--- src/rtl/fifo2mem_writer_if.sv ---
// Handshake and bus signals between the packer FIFO, the SRAM write port and
// the egress side, as seen by fifo2mem_writer.
interface fifo2mem_writer_if #(
  parameter int unsigned CROPPED_DATA_WIDTH = 24,
  parameter int unsigned NUM_QUEUES         = 5,
  parameter int unsigned MEM_ADDR_WIDTH     = 19,
  parameter int unsigned MEM_DATA_WIDTH     = 64
);
  localparam int unsigned ENTRY_W = 8 * CROPPED_DATA_WIDTH + 10;

  logic [ENTRY_W-1:0]                   fifo_dout;
  logic                                 fifo_dout_valid;
  logic                                 output_enable;
  logic [NUM_QUEUES-1:0]                oq;
  logic [MEM_ADDR_WIDTH-1:0]            sram_addr;
  logic [MEM_DATA_WIDTH-1:0]            sram_wdata;
  logic                                 sram_we;
  logic                                 sram_ready;
  logic [NUM_QUEUES*MEM_ADDR_WIDTH-1:0] wr_ptr_out;
  logic                                 pkt_done;
  logic [2:0]                           pkt_done_q;

  // The writer itself
  modport master (
    input  fifo_dout, fifo_dout_valid, oq, sram_ready,
    output output_enable, sram_addr, sram_wdata, sram_we,
           wr_ptr_out, pkt_done, pkt_done_q
  );

  // FIFO / SRAM / egress environment
  modport slave (
    output fifo_dout, fifo_dout_valid, oq, sram_ready,
    input  output_enable, sram_addr, sram_wdata, sram_we,
           wr_ptr_out, pkt_done, pkt_done_q
  );
endinterface

--- src/rtl/fifo2mem_writer.sv ---
// Pops packed FIFO entries, splits them into SRAM words and writes them into
// per-queue circular regions; publishes committed pointers at packet ends.
module fifo2mem_writer #(
  parameter int unsigned CROPPED_DATA_WIDTH = 24,
  parameter int unsigned NUM_QUEUES         = 5,
  parameter int unsigned MEM_ADDR_WIDTH     = 19,
  parameter int unsigned MEM_DATA_WIDTH     = 64,
  parameter int unsigned QUEUE_SIZE         = 104857
) (
  input  logic               memclk,
  input  logic               memreset,
  fifo2mem_writer_if.master  bus
);
  localparam int unsigned PAYLOAD_W = 8 * CROPPED_DATA_WIDTH;
  localparam int unsigned ENTRY_W   = PAYLOAD_W + 10;
  localparam int unsigned QW        = 3;

  typedef enum logic [1:0] {S_IDLE, S_WR0, S_WR1, S_WR2} state_t;

  state_t                    r_state;
  logic                      r_oe;
  logic                      r_sram_we;
  logic [MEM_ADDR_WIDTH-1:0] r_sram_addr;
  logic [MEM_DATA_WIDTH-1:0] r_sram_wdata;
  logic                      r_pkt_done;
  logic [2:0]                r_pkt_done_q;
  logic [PAYLOAD_W-1:0]      r_payload;
  logic                      r_hdr;
  logic                      r_tlast;
  logic                      r_drop;
  logic [QW-1:0]             r_q;
  logic [MEM_ADDR_WIDTH-1:0] r_wptr [NUM_QUEUES];
  logic [MEM_ADDR_WIDTH-1:0] r_cptr [NUM_QUEUES];

  logic                      w_consume;
  logic                      w_is_hdr;
  logic                      w_drop_next;
  logic [QW-1:0]             w_oq_idx;
  logic [QW-1:0]             w_q_sel;
  logic                      w_go;
  logic [MEM_ADDR_WIDTH-1:0] w_next_ptr;
  logic                      w_last;
  state_t                    w_state_adv;
  logic [MEM_DATA_WIDTH-1:0] w_next_word;
  logic                      w_unused_tstrb;

  // Region base of a queue, in address-width arithmetic
  function automatic logic [MEM_ADDR_WIDTH-1:0] f_base(input logic [QW-1:0] q);
    return MEM_ADDR_WIDTH'(32'(q) * QUEUE_SIZE);
  endfunction

  assign w_unused_tstrb = ^bus.fifo_dout[9:5];
  assign w_consume      = r_oe & bus.fifo_dout_valid;
  assign w_is_hdr       = (bus.fifo_dout[4:2] == 3'd0);
  assign w_drop_next    = w_is_hdr ? (bus.oq == '0) : r_drop;
  assign w_q_sel        = (w_is_hdr && bus.oq != '0) ? w_oq_idx : r_q;
  assign w_go           = bus.fifo_dout[0] & ~w_drop_next;
  assign w_next_ptr     = (r_wptr[r_q] == MEM_ADDR_WIDTH'(QUEUE_SIZE - 1)) ?
                          '0 : r_wptr[r_q] + MEM_ADDR_WIDTH'(1);

  // Lowest set bit of the one-hot queue select
  always_comb begin
    w_oq_idx = '0;
    for (int i = NUM_QUEUES - 1; i >= 0; i--) begin
      if (bus.oq[i]) w_oq_idx = QW'(i);
    end
  end

  // Last-word detection and the following word of the held entry
  always_comb begin
    w_last      = 1'b0;
    w_state_adv = S_WR1;
    w_next_word = r_payload[MEM_DATA_WIDTH +: MEM_DATA_WIDTH];
    case (r_state)
      S_WR0: begin
        w_state_adv = S_WR1;
        w_next_word = r_payload[MEM_DATA_WIDTH +: MEM_DATA_WIDTH];
      end
      S_WR1: begin
        w_last      = r_hdr;
        w_state_adv = S_WR2;
        w_next_word = r_payload[2*MEM_DATA_WIDTH +: MEM_DATA_WIDTH];
      end
      S_WR2:   w_last = 1'b1;
      default: ;
    endcase
  end

  // Writer FSM: pop, write words in order, commit at packet end
  always_ff @(posedge memclk) begin
    if (!memreset) begin
      r_state      <= S_IDLE;
      r_oe         <= 1'b0;
      r_sram_we    <= 1'b0;
      r_sram_addr  <= '0;
      r_sram_wdata <= '0;
      r_pkt_done   <= 1'b0;
      r_pkt_done_q <= '0;
      r_payload    <= '0;
      r_hdr        <= 1'b0;
      r_tlast      <= 1'b0;
      r_drop       <= 1'b0;
      r_q          <= '0;
      for (int i = 0; i < NUM_QUEUES; i++) begin
        r_wptr[i] <= '0;
        r_cptr[i] <= '0;
      end
    end else begin
      r_pkt_done <= 1'b0;
      case (r_state)
        S_IDLE: begin
          r_oe <= 1'b1;
          if (w_consume) begin
            r_payload <= bus.fifo_dout[ENTRY_W-1:10];
            r_hdr     <= w_is_hdr;
            r_tlast   <= bus.fifo_dout[1];
            r_drop    <= w_drop_next;
            r_q       <= w_q_sel;
            if (w_go) begin
              r_state      <= S_WR0;
              r_oe         <= 1'b0;
              r_sram_we    <= 1'b1;
              r_sram_addr  <= f_base(w_q_sel) + r_wptr[w_q_sel];
              r_sram_wdata <= bus.fifo_dout[10 +: MEM_DATA_WIDTH];
            end else if (bus.fifo_dout[1]) begin
              r_drop <= 1'b0;
            end
          end
        end
        default: begin
          if (bus.sram_ready) begin
            r_wptr[r_q] <= w_next_ptr;
            if (w_last) begin
              r_state   <= S_IDLE;
              r_oe      <= 1'b1;
              r_sram_we <= 1'b0;
              if (r_tlast) begin
                r_cptr[r_q]  <= w_next_ptr;
                r_pkt_done   <= 1'b1;
                r_pkt_done_q <= 3'(r_q);
              end
            end else begin
              r_state      <= w_state_adv;
              r_sram_addr  <= f_base(r_q) + w_next_ptr;
              r_sram_wdata <= w_next_word;
            end
          end
        end
      endcase
    end
  end

  assign bus.output_enable = r_oe;
  assign bus.sram_we       = r_sram_we;
  assign bus.sram_addr     = r_sram_addr;
  assign bus.sram_wdata    = r_sram_wdata;
  assign bus.pkt_done      = r_pkt_done;
  assign bus.pkt_done_q    = r_pkt_done_q;

  // Flatten committed pointers
  for (genvar g = 0; g < NUM_QUEUES; g++) begin : g_cptr
    assign bus.wr_ptr_out[g*MEM_ADDR_WIDTH +: MEM_ADDR_WIDTH] = r_cptr[g];
  end
endmodule

--- src/flat_wrapper.sv ---
// flat-port wrapper written by rule: the top's interface ports become plain ports
module fifo2mem_writer_flat 
#(
  parameter int unsigned CROPPED_DATA_WIDTH = 24,
  parameter int unsigned NUM_QUEUES         = 5,
  parameter int unsigned MEM_ADDR_WIDTH     = 19,
  parameter int unsigned MEM_DATA_WIDTH     = 64,
  parameter int unsigned QUEUE_SIZE         = 104857
)
  (memclk, memreset, bus_fifo_dout, bus_fifo_dout_valid, bus_oq, bus_sram_ready, bus_output_enable, bus_sram_addr, bus_sram_wdata, bus_sram_we, bus_wr_ptr_out, bus_pkt_done, bus_pkt_done_q);
  fifo2mem_writer_if #(.CROPPED_DATA_WIDTH(CROPPED_DATA_WIDTH), .NUM_QUEUES(NUM_QUEUES), .MEM_ADDR_WIDTH(MEM_ADDR_WIDTH), .MEM_DATA_WIDTH(MEM_DATA_WIDTH)) bus_i ();
  input  logic memclk;
  input  logic memreset;
  input wire logic [$bits(bus_i.fifo_dout)-1:0] bus_fifo_dout;
  input wire logic [$bits(bus_i.fifo_dout_valid)-1:0] bus_fifo_dout_valid;
  input wire logic [$bits(bus_i.oq)-1:0] bus_oq;
  input wire logic [$bits(bus_i.sram_ready)-1:0] bus_sram_ready;
  output wire logic [$bits(bus_i.output_enable)-1:0] bus_output_enable;
  output wire logic [$bits(bus_i.sram_addr)-1:0] bus_sram_addr;
  output wire logic [$bits(bus_i.sram_wdata)-1:0] bus_sram_wdata;
  output wire logic [$bits(bus_i.sram_we)-1:0] bus_sram_we;
  output wire logic [$bits(bus_i.wr_ptr_out)-1:0] bus_wr_ptr_out;
  output wire logic [$bits(bus_i.pkt_done)-1:0] bus_pkt_done;
  output wire logic [$bits(bus_i.pkt_done_q)-1:0] bus_pkt_done_q;
  assign bus_i.fifo_dout = bus_fifo_dout;
  assign bus_i.fifo_dout_valid = bus_fifo_dout_valid;
  assign bus_i.oq = bus_oq;
  assign bus_i.sram_ready = bus_sram_ready;
  assign bus_output_enable = bus_i.output_enable;
  assign bus_sram_addr = bus_i.sram_addr;
  assign bus_sram_wdata = bus_i.sram_wdata;
  assign bus_sram_we = bus_i.sram_we;
  assign bus_wr_ptr_out = bus_i.wr_ptr_out;
  assign bus_pkt_done = bus_i.pkt_done;
  assign bus_pkt_done_q = bus_i.pkt_done_q;
  fifo2mem_writer #(.CROPPED_DATA_WIDTH(CROPPED_DATA_WIDTH), .NUM_QUEUES(NUM_QUEUES), .MEM_ADDR_WIDTH(MEM_ADDR_WIDTH), .MEM_DATA_WIDTH(MEM_DATA_WIDTH), .QUEUE_SIZE(QUEUE_SIZE)) u_core (.memclk(memclk), .memreset(memreset), .bus(bus_i));
endmodule
--- config.mk ---
export PLATFORM = sky130hd
export DESIGN_NAME = fifo2mem_writer_flat
export DESIGN_NICKNAME = d
export VERILOG_FILES = /design/src/rtl/fifo2mem_writer_if.sv /design/src/rtl/fifo2mem_writer.sv /design/src/flat_wrapper.sv
export SDC_FILE = /design/constraint.sdc
export NUM_CORES = 1
export LEC_CHECK = 0
export CORE_MARGIN = 3
export CORE_UTILIZATION = 54
export CTS_CLUSTER_SIZE = 12
export DETAILED_ROUTE_END_ITERATION = 6
export GPL_TIMING_DRIVEN = 0
export PLACE_DENSITY = 0.87
export SYNTH_ARGS = -nofsm -noshare
export SYNTH_HDL_FRONTEND = slang
export SYNTH_SLANG_ARGS = --single-unit
--- constraint.sdc ---
create_clock -name memclk -period 6.98 [get_ports memclk]
set_input_delay 1.396 -clock memclk [delete_from_list [all_inputs] [get_ports memclk]]
set_output_delay 1.396 -clock memclk [all_outputs]
set_load 0.1 [all_outputs]
# After elaboration in Yosys (flattened, before gate mapping)
# Memory sizes are Yosys's and may differ from the RTL's. A register that Yosys moved wholly into a read port is not among the register bits.
# Index checks and enable logic that the tools add are counted.
dict set report op_classes {
  mux 57
  eq_ne 6
  add_sub_neg 3
  multipliers 2
  n_bitwise 4
  reduce_logical 15
}
# operator n
set ops {}
lappend ops {{$mux W64} 6}
lappend ops {{$mux W19} 8}
lappend ops {{$add A19 B19 Y19} 2}
lappend ops {{$mul A3 B17 Y19 const B} 2}
lappend ops {{$reduce_or A19 Y1} 2}
lappend ops {{$mux W3} 10}
lappend ops {{$mux W1} 27}
lappend ops {{$add A19 B1 Y19 const B} 1}
lappend ops {{$eq A19 B17 Y1 const B} 1}
lappend ops {{$reduce_and A4 Y1} 3}
lappend ops {{$mux W2} 5}
lappend ops {{$logic_not A5 Y1} 1}
lappend ops {{$reduce_bool A5 Y1} 1}
lappend ops {{$eq A2 B2 Y1 const B} 2}
lappend ops {{$ne A2 B1 Y1 const B} 2}
lappend ops {{$reduce_and A2 Y1} 2}
lappend ops {{$reduce_bool A2 Y1} 2}
lappend ops {{$logic_not A3 Y1} 1}
lappend ops {{$reduce_and A3 Y1} 1}
lappend ops {{$and A1 B1 Y1} 2}
lappend ops {{$logic_not A2 Y1} 1}
lappend ops {{$ne A2 B2 Y1 const B} 1}
lappend ops {{$not A1 Y1} 2}
lappend ops {{$pmux W1 S2} 1}
lappend ops {{$logic_and A1 B1 Y1} 1}
dict set report word_totals {
  memories 2
  ramBits 190
  word_cells 101
  register_bits 289
  out_inout_bits 184
  inputBits 211
}
# memory depth word_bits rd rd_ports_with_merged_regs wr line
set mem_list {}
lappend mem_list {u_core.r_cptr 5 19 5 0 5 fifo2mem_writer.sv:33} ;# logic [MEM_ADDR_WIDTH-1:0] r_cptr [NUM_QUEUES];
lappend mem_list {u_core.r_wptr 5 19 2 1 5 fifo2mem_writer.sv:32} ;# logic [MEM_ADDR_WIDTH-1:0] r_wptr [NUM_QUEUES];

# Logic depth before layout (Yosys ltp)
# Gate-level depths: netlist of run 1.
dict set report depth {
  word_depth 11
  depth_mapped 23
  mapped_depth_nobuf 20
}

# Worst setup path before layout of run 1
# Ideal clock, no wire load.
dict set report synth_timing {
  path_kind {input to register}
  start {in bus_oq[3]}
  end {reg u_core.r_sram_addr[12] (netlist: u_core.bus.sram_addr[12])}
  setup_time_ns 0.081
  slack_ns 1.289
  path_stages 18
  t_arrival_ns 5.611
  path_cell_list {or4_1 -> o21ai_0 -> nand2_1 -> o31a_1 -> inv_1 -> clkbuf_1 -> clkbuf_1 -> ha_1 -> fa_1 -> ha_1 -> inv_1 -> nor2_1 -> or3_1 -> a31oi_1 -> o21bai_1 -> a21oi_1 -> mux2_2 -> a41oi_1}
}
dict set report synth_via {
  elab_chain_len 10
}
# item line
set synth_rtl {}
lappend synth_rtl {{from (decl)} flat_wrapper.sv:16} ;# input wire logic [$bits(bus_i.oq)-1:0] bus_oq;
lappend synth_rtl {{$mux W3 (4 in series)} fifo2mem_writer.sv:65} ;# if (bus.oq[i]) w_oq_idx = QW'(i);
lappend synth_rtl {{$mux W3 (*)} fifo2mem_writer.sv:56} ;# assign w_q_sel = (w_is_hdr && bus.oq != '0) ? w_oq_idx : r_q;
lappend synth_rtl {{via u_core.w_q_sel[0]} fifo2mem_writer.sv:39} ;# logic [QW-1:0] w_q_sel;
lappend synth_rtl {{$mul A3 B17 Y19 or $mem_v2 Z5 W19 (tied branches)} --}
lappend synth_rtl {{$add A19 B19 Y19 (*)} fifo2mem_writer.sv:123} ;# r_sram_addr <= f_base(w_q_sel) + r_wptr[w_q_sel];
lappend synth_rtl {{$mux W19 (*)} fifo2mem_writer.sv:119} ;# if (w_go) begin
lappend synth_rtl {{$mux W19 (*)} fifo2mem_writer.sv:113} ;# if (w_consume) begin
lappend synth_rtl {{$mux W19 (*)} fifo2mem_writer.sv:110} ;# case (r_state)
lappend synth_rtl {{to (signal assigned)} fifo2mem_writer.sv:123}
lappend synth_rtl {{to (signal assigned)} fifo2mem_writer.sv:144} ;# r_sram_addr <= f_base(r_q) + w_next_ptr;
lappend synth_rtl {{to (decl)} fifo2mem_writer.sv:23} ;# logic [MEM_ADDR_WIDTH-1:0] r_sram_addr;
# The timed path passes the listed nets; every way through them passes the cells marked *. The select of a mux whose other input is x is not followed.
# A chain may end at the register's enable or synchronous reset.

# Worst setup path after layout of run 1
dict set report layout_timing {
  start {in bus_fifo_dout[4]}
  end {reg u_core.r_sram_addr[17] (netlist: u_core.bus.sram_addr[17])}
}
dict set report layout_via {
  elab_chain_len 8
}
# item line
set layout_rtl {}
lappend layout_rtl {{from (decl)} flat_wrapper.sv:14} ;# input wire logic [$bits(bus_i.fifo_dout)-1:0] bus_fifo_dout;
lappend layout_rtl {{$logic_not A3 Y1 (*)} fifo2mem_writer.sv:54} ;# assign w_is_hdr = (bus.fifo_dout[4:2] == 3'd0);
lappend layout_rtl {{$logic_and A1 B1 Y1} fifo2mem_writer.sv:56}
lappend layout_rtl {{$mux W3} fifo2mem_writer.sv:56}
lappend layout_rtl {{$mul A3 B17 Y19 or $mem_v2 Z5 W19 (tied branches)} --}
lappend layout_rtl {{$add A19 B19 Y19} fifo2mem_writer.sv:123}
lappend layout_rtl {{$mux W19} fifo2mem_writer.sv:119}
lappend layout_rtl {{$mux W19} fifo2mem_writer.sv:113}
lappend layout_rtl {{$mux W19} fifo2mem_writer.sv:110}
# Every way passes the cells marked *; elsewhere a longest branch is shown, timed or not. The select of a mux whose other input is x is not followed.

==> results.sh, run 1 <==
export IMPL_utilization_pct=69.7
export IMPL_antenna_found_initial=9
export IMPL_gr_usage_met2_pct=56.3
export IMPL_worst_pin_slew_ps=1310
export IMPL_synth_seq_cells=475
export IMPL_critPathCaptureType="register"
export IMPL_async_flop_share_pct=0
export IMPL_firstDrtPassIters=6
export IMPL_hold_slack_ps=456
export IMPL_seqPwrFrac_pct=40.9
export IMPL_synth_area_per_cell_um2=9.36
export IMPL_hold_violations=0
export IMPL_ir_worst_vdd_mv=0.235
export IMPL_seq_area_frac_synth_pct=51.5
export IMPL_htree_levels=2
export IMPL_cts_tree="built"
export IMPL_synth_top_area_cell="edfxtp_1"
export IMPL_syn_inst=2485
export IMPL_combPwrFrac_pct=24.7
export IMPL_grt_max_degree=20
export IMPL_clk_insertion_delay_late_ps=610
export IMPL_timing_final_crit_share_pct=98.0
export IMPL_rows=75
export IMPL_ant_nets=0
export IMPL_grt_busiest_layer="met2"
export IMPL_grt_usage_pct=36.1
export IMPL_period_minus_slack_ps=6840
export IMPL_area_growth_pct=26.6
export IMPL_io_pins=395
export IMPL_final_common_cell="nand2_1"
export IMPL_cts_sinks=475
export IMPL_p_clk_share_pct=34.4
export IMPL_finalMaxSlewViolations=0
export IMPL_coreArea_um2=42200
export IMPL_synth_edf_count=247
export IMPL_critPathKind="in -> reg"
export IMPL_switchingPower_w=0.00254
export IMPL_io_buffers=389
export IMPL_vias_per_cell=6.17
export IMPL_max_cap_viol_count=0
export IMPL_dieWidth_um=213
export IMPL_cp_required_ps=7420
export IMPL_intPower_w=0.00515
export IMPL_use_met3_pct=10.5
export IMPL_grt_pass1_vias=21000
export IMPL_path_clk_slew_ps=60
export IMPL_die_h_um=213
export IMPL_numCtsBuffers=50
export IMPL_layout_drive_gt1_share_pct=5.71
export IMPL_synthesis_nets=2778
export IMPL_start_kind="input pin"
export IMPL_p_sw_share_pct=33.0
export IMPL_grtUsageMet1_pct=46.4
export IMPL_initial_core_util_pct=55.1
export IMPL_vias=21600
export IMPL_drt_iter0_markers=3071
export IMPL_fmax_mhz=146
export IMPL_cts_root_buf="clkbuf_16"
export IMPL_crit_arrival_ps=7290
export IMPL_fin_nets=3219
export IMPL_setup_viol=0
export IMPL_clockBufferDepth=3
export IMPL_grt_ovfl_total=0
export IMPL_status="complete, no violations"
export IMPL_clock_skew_ps=13.8
export IMPL_drc_errors=0
export IMPL_fin_tns_setup_ps=0
export IMPL_p_leak_nw=10.9
export IMPL_p_per_area_nw_per_um2=261
export IMPL_hp_class="reg -> reg"
export IMPL_synth_area_leaders="edfxtp_1, dfxtp_1, nand2_1"
export IMPL_rsz0062_at_grt="no"
export IMPL_wl_mm=84.8
export IMPL_netlist_area_um2=23200
export IMPL_layout_common_cells="nand2_1, clkdlybuf4s50_1, edfxtp_1"
export IMPL_slew_headroom_pct=12.7
export IMPL_path_max_fanout=10
export IMPL_die_area_um2=45600
export IMPL_synth_cell_types=65
export IMPL_grt_pass1_wl_mm=123
export IMPL_finalPower_w=0.00769
export IMPL_yosys_area_top_type_share_pct=31.9
export IMPL_hpwlAfterDp_mm=62.4
export IMPL_routedWlPerCell_um=24.2
export IMPL_ys_warn_count=0
export IMPL_routabilityCongestion=0.989
export IMPL_synthFlopType="edfxtp_1"
power by group through the flow:
stage                     clock (W)  sequential (W)  combinational, W
after floorplan                   0         0.00360          0.000819
after global placement            0         0.00319           0.00181
after detailed placement          0         0.00320           0.00184
after CTS                   0.00263         0.00314           0.00186
after global routing        0.00273         0.00316           0.00200
final                       0.00265         0.00315           0.00190
kinds of logic after synthesis:
| logic type | share of synthesized area (%) |
|---|---|
| muxes | 8.20 |
| AOI/OAI and AO/OA | 9.87 |
| DFF | 51.5 |
| buffers and inverters | 4.48 |
| and+or+nand+nor | 19.5 |
| adders and majority gates | 4.74 |
| xor gates and xnor gates | 1.64 |
through the flow:
step           area [µm²]  worst slack [ps]  std cells
2_1_floorplan       23200              1290       2485
3_3_place_gp        27800              -235       3413
3_5_place_dp        27800              -323       3413
4_1_cts             29400               229       3500
5_1_grt             29400              6.95       3504
6_report            29400               138       3504
registers in the layout, summed over array words and instances (netlist names), named ones only:
register and cells:
u_core.bus.output_enable 1, u_core.bus.pkt_done 1, u_core.bus.pkt_done_q 3, u_core.bus.sram_addr 19
u_core.bus.sram_wdata 64, u_core.bus.sram_we 1, u_core.r_cptr 95, u_core.r_drop 1
u_core.r_hdr 1, u_core.r_payload 128, u_core.r_q 3, u_core.r_state 2
u_core.r_tlast 1, u_core.r_wptr 152
final cells by class:
type | count | area (µm²)
diodes | 4 | 10.0
plain buffers | 185 | 873
clock buffers | 78 | 1490
clock inverters | 9 | 114
fillers | 3093 | 12800
inverters | 47 | 176
multi-input cells | 1778 | 10200
flip-flops and latches | 475 | 12000
well taps | 539 | 674
repair buffers | 389 | 3890
synthesized netlist by cell type (all sizes together), types with 4 or more instances:
cell type / count
a211oi: 13
a21o: 14
a21oi: 228
a311oi: 6
a31oi: 17
and2: 7
and3: 5
buf: 48
clkbuf: 137
dfxtp: 228
edfxtp: 247
fa: 10
ha: 72
inv: 47
mux2: 6
mux2i: 84
mux4: 40
nand2: 684
nand3: 116
nand3b: 8
nand4: 4
nor2: 231
nor3: 20
o211ai: 4
o21ai: 112
or2: 13
or3: 10
xnor2: 26
xor2: 15
per-layer routing:
layer	up-vias	wire length, µm
met4	10	4970
met3	342	10500
met5	-	68
met2	1615	38600
met1	10200	30600
li1	9424	-
path summary, 6_finish.rpt:
check	start	end	slack, ps	depth (start not counted)
max	bus_fifo_dout[4]	u_core.bus.sram_addr[17]	140	21
min	u_core.bus.sram_wdata[10]	u_core.bus.sram_wdata[10]	460	2
max reg2reg	register	u_core.bus.sram_addr[17]	830	22
min reg2reg	u_core.bus.sram_wdata[10]	u_core.bus.sram_wdata[10]	460	2
what timing repair did:
item                                    CTS  global route
endpoints found under the setup margin    0             6
resized for setup                         0            13
hold buffers                              0             0
setup buffers                             0             0
critical path: stages:
cell	delay [ps]
clkdlybuf4s50_1	420
or3_1	390
clkbuf_1	200
o41a_1	500
inv_2	130
clkbuf_1	500
clkbuf_1	620
nand2_1	110
nand3_1	100
nand2_1	60
o21ai_0	570
fa_1	530
ha_1	370
a21o_1	200
a21oi_1	130
o21ai_0	140
nor3_1	140
o21ai_0	180
a41oi_1	270
xor2_1	230
a211oi_1	110
(Power assumes the default switching activity.)
==> inputs of run 2 (changes only) <==
==> constraint.sdc (replaced) <==
create_clock -name memclk -period 6.98 [get_ports memclk]
set_input_delay 1.396 -clock memclk [delete_from_list [all_inputs] [get_ports memclk]]
set_output_delay 1.396 -clock memclk [all_outputs]
set_load 0.005 [all_outputs]
==> results of run 2 <==
The final DEF is identical to that of run 1. Status: complete, no violations.
Among the figures that moved: total power 0.00769 W -> 0.00728 W; worst IR drop on VDD 0.235 mV -> 0.234 mV
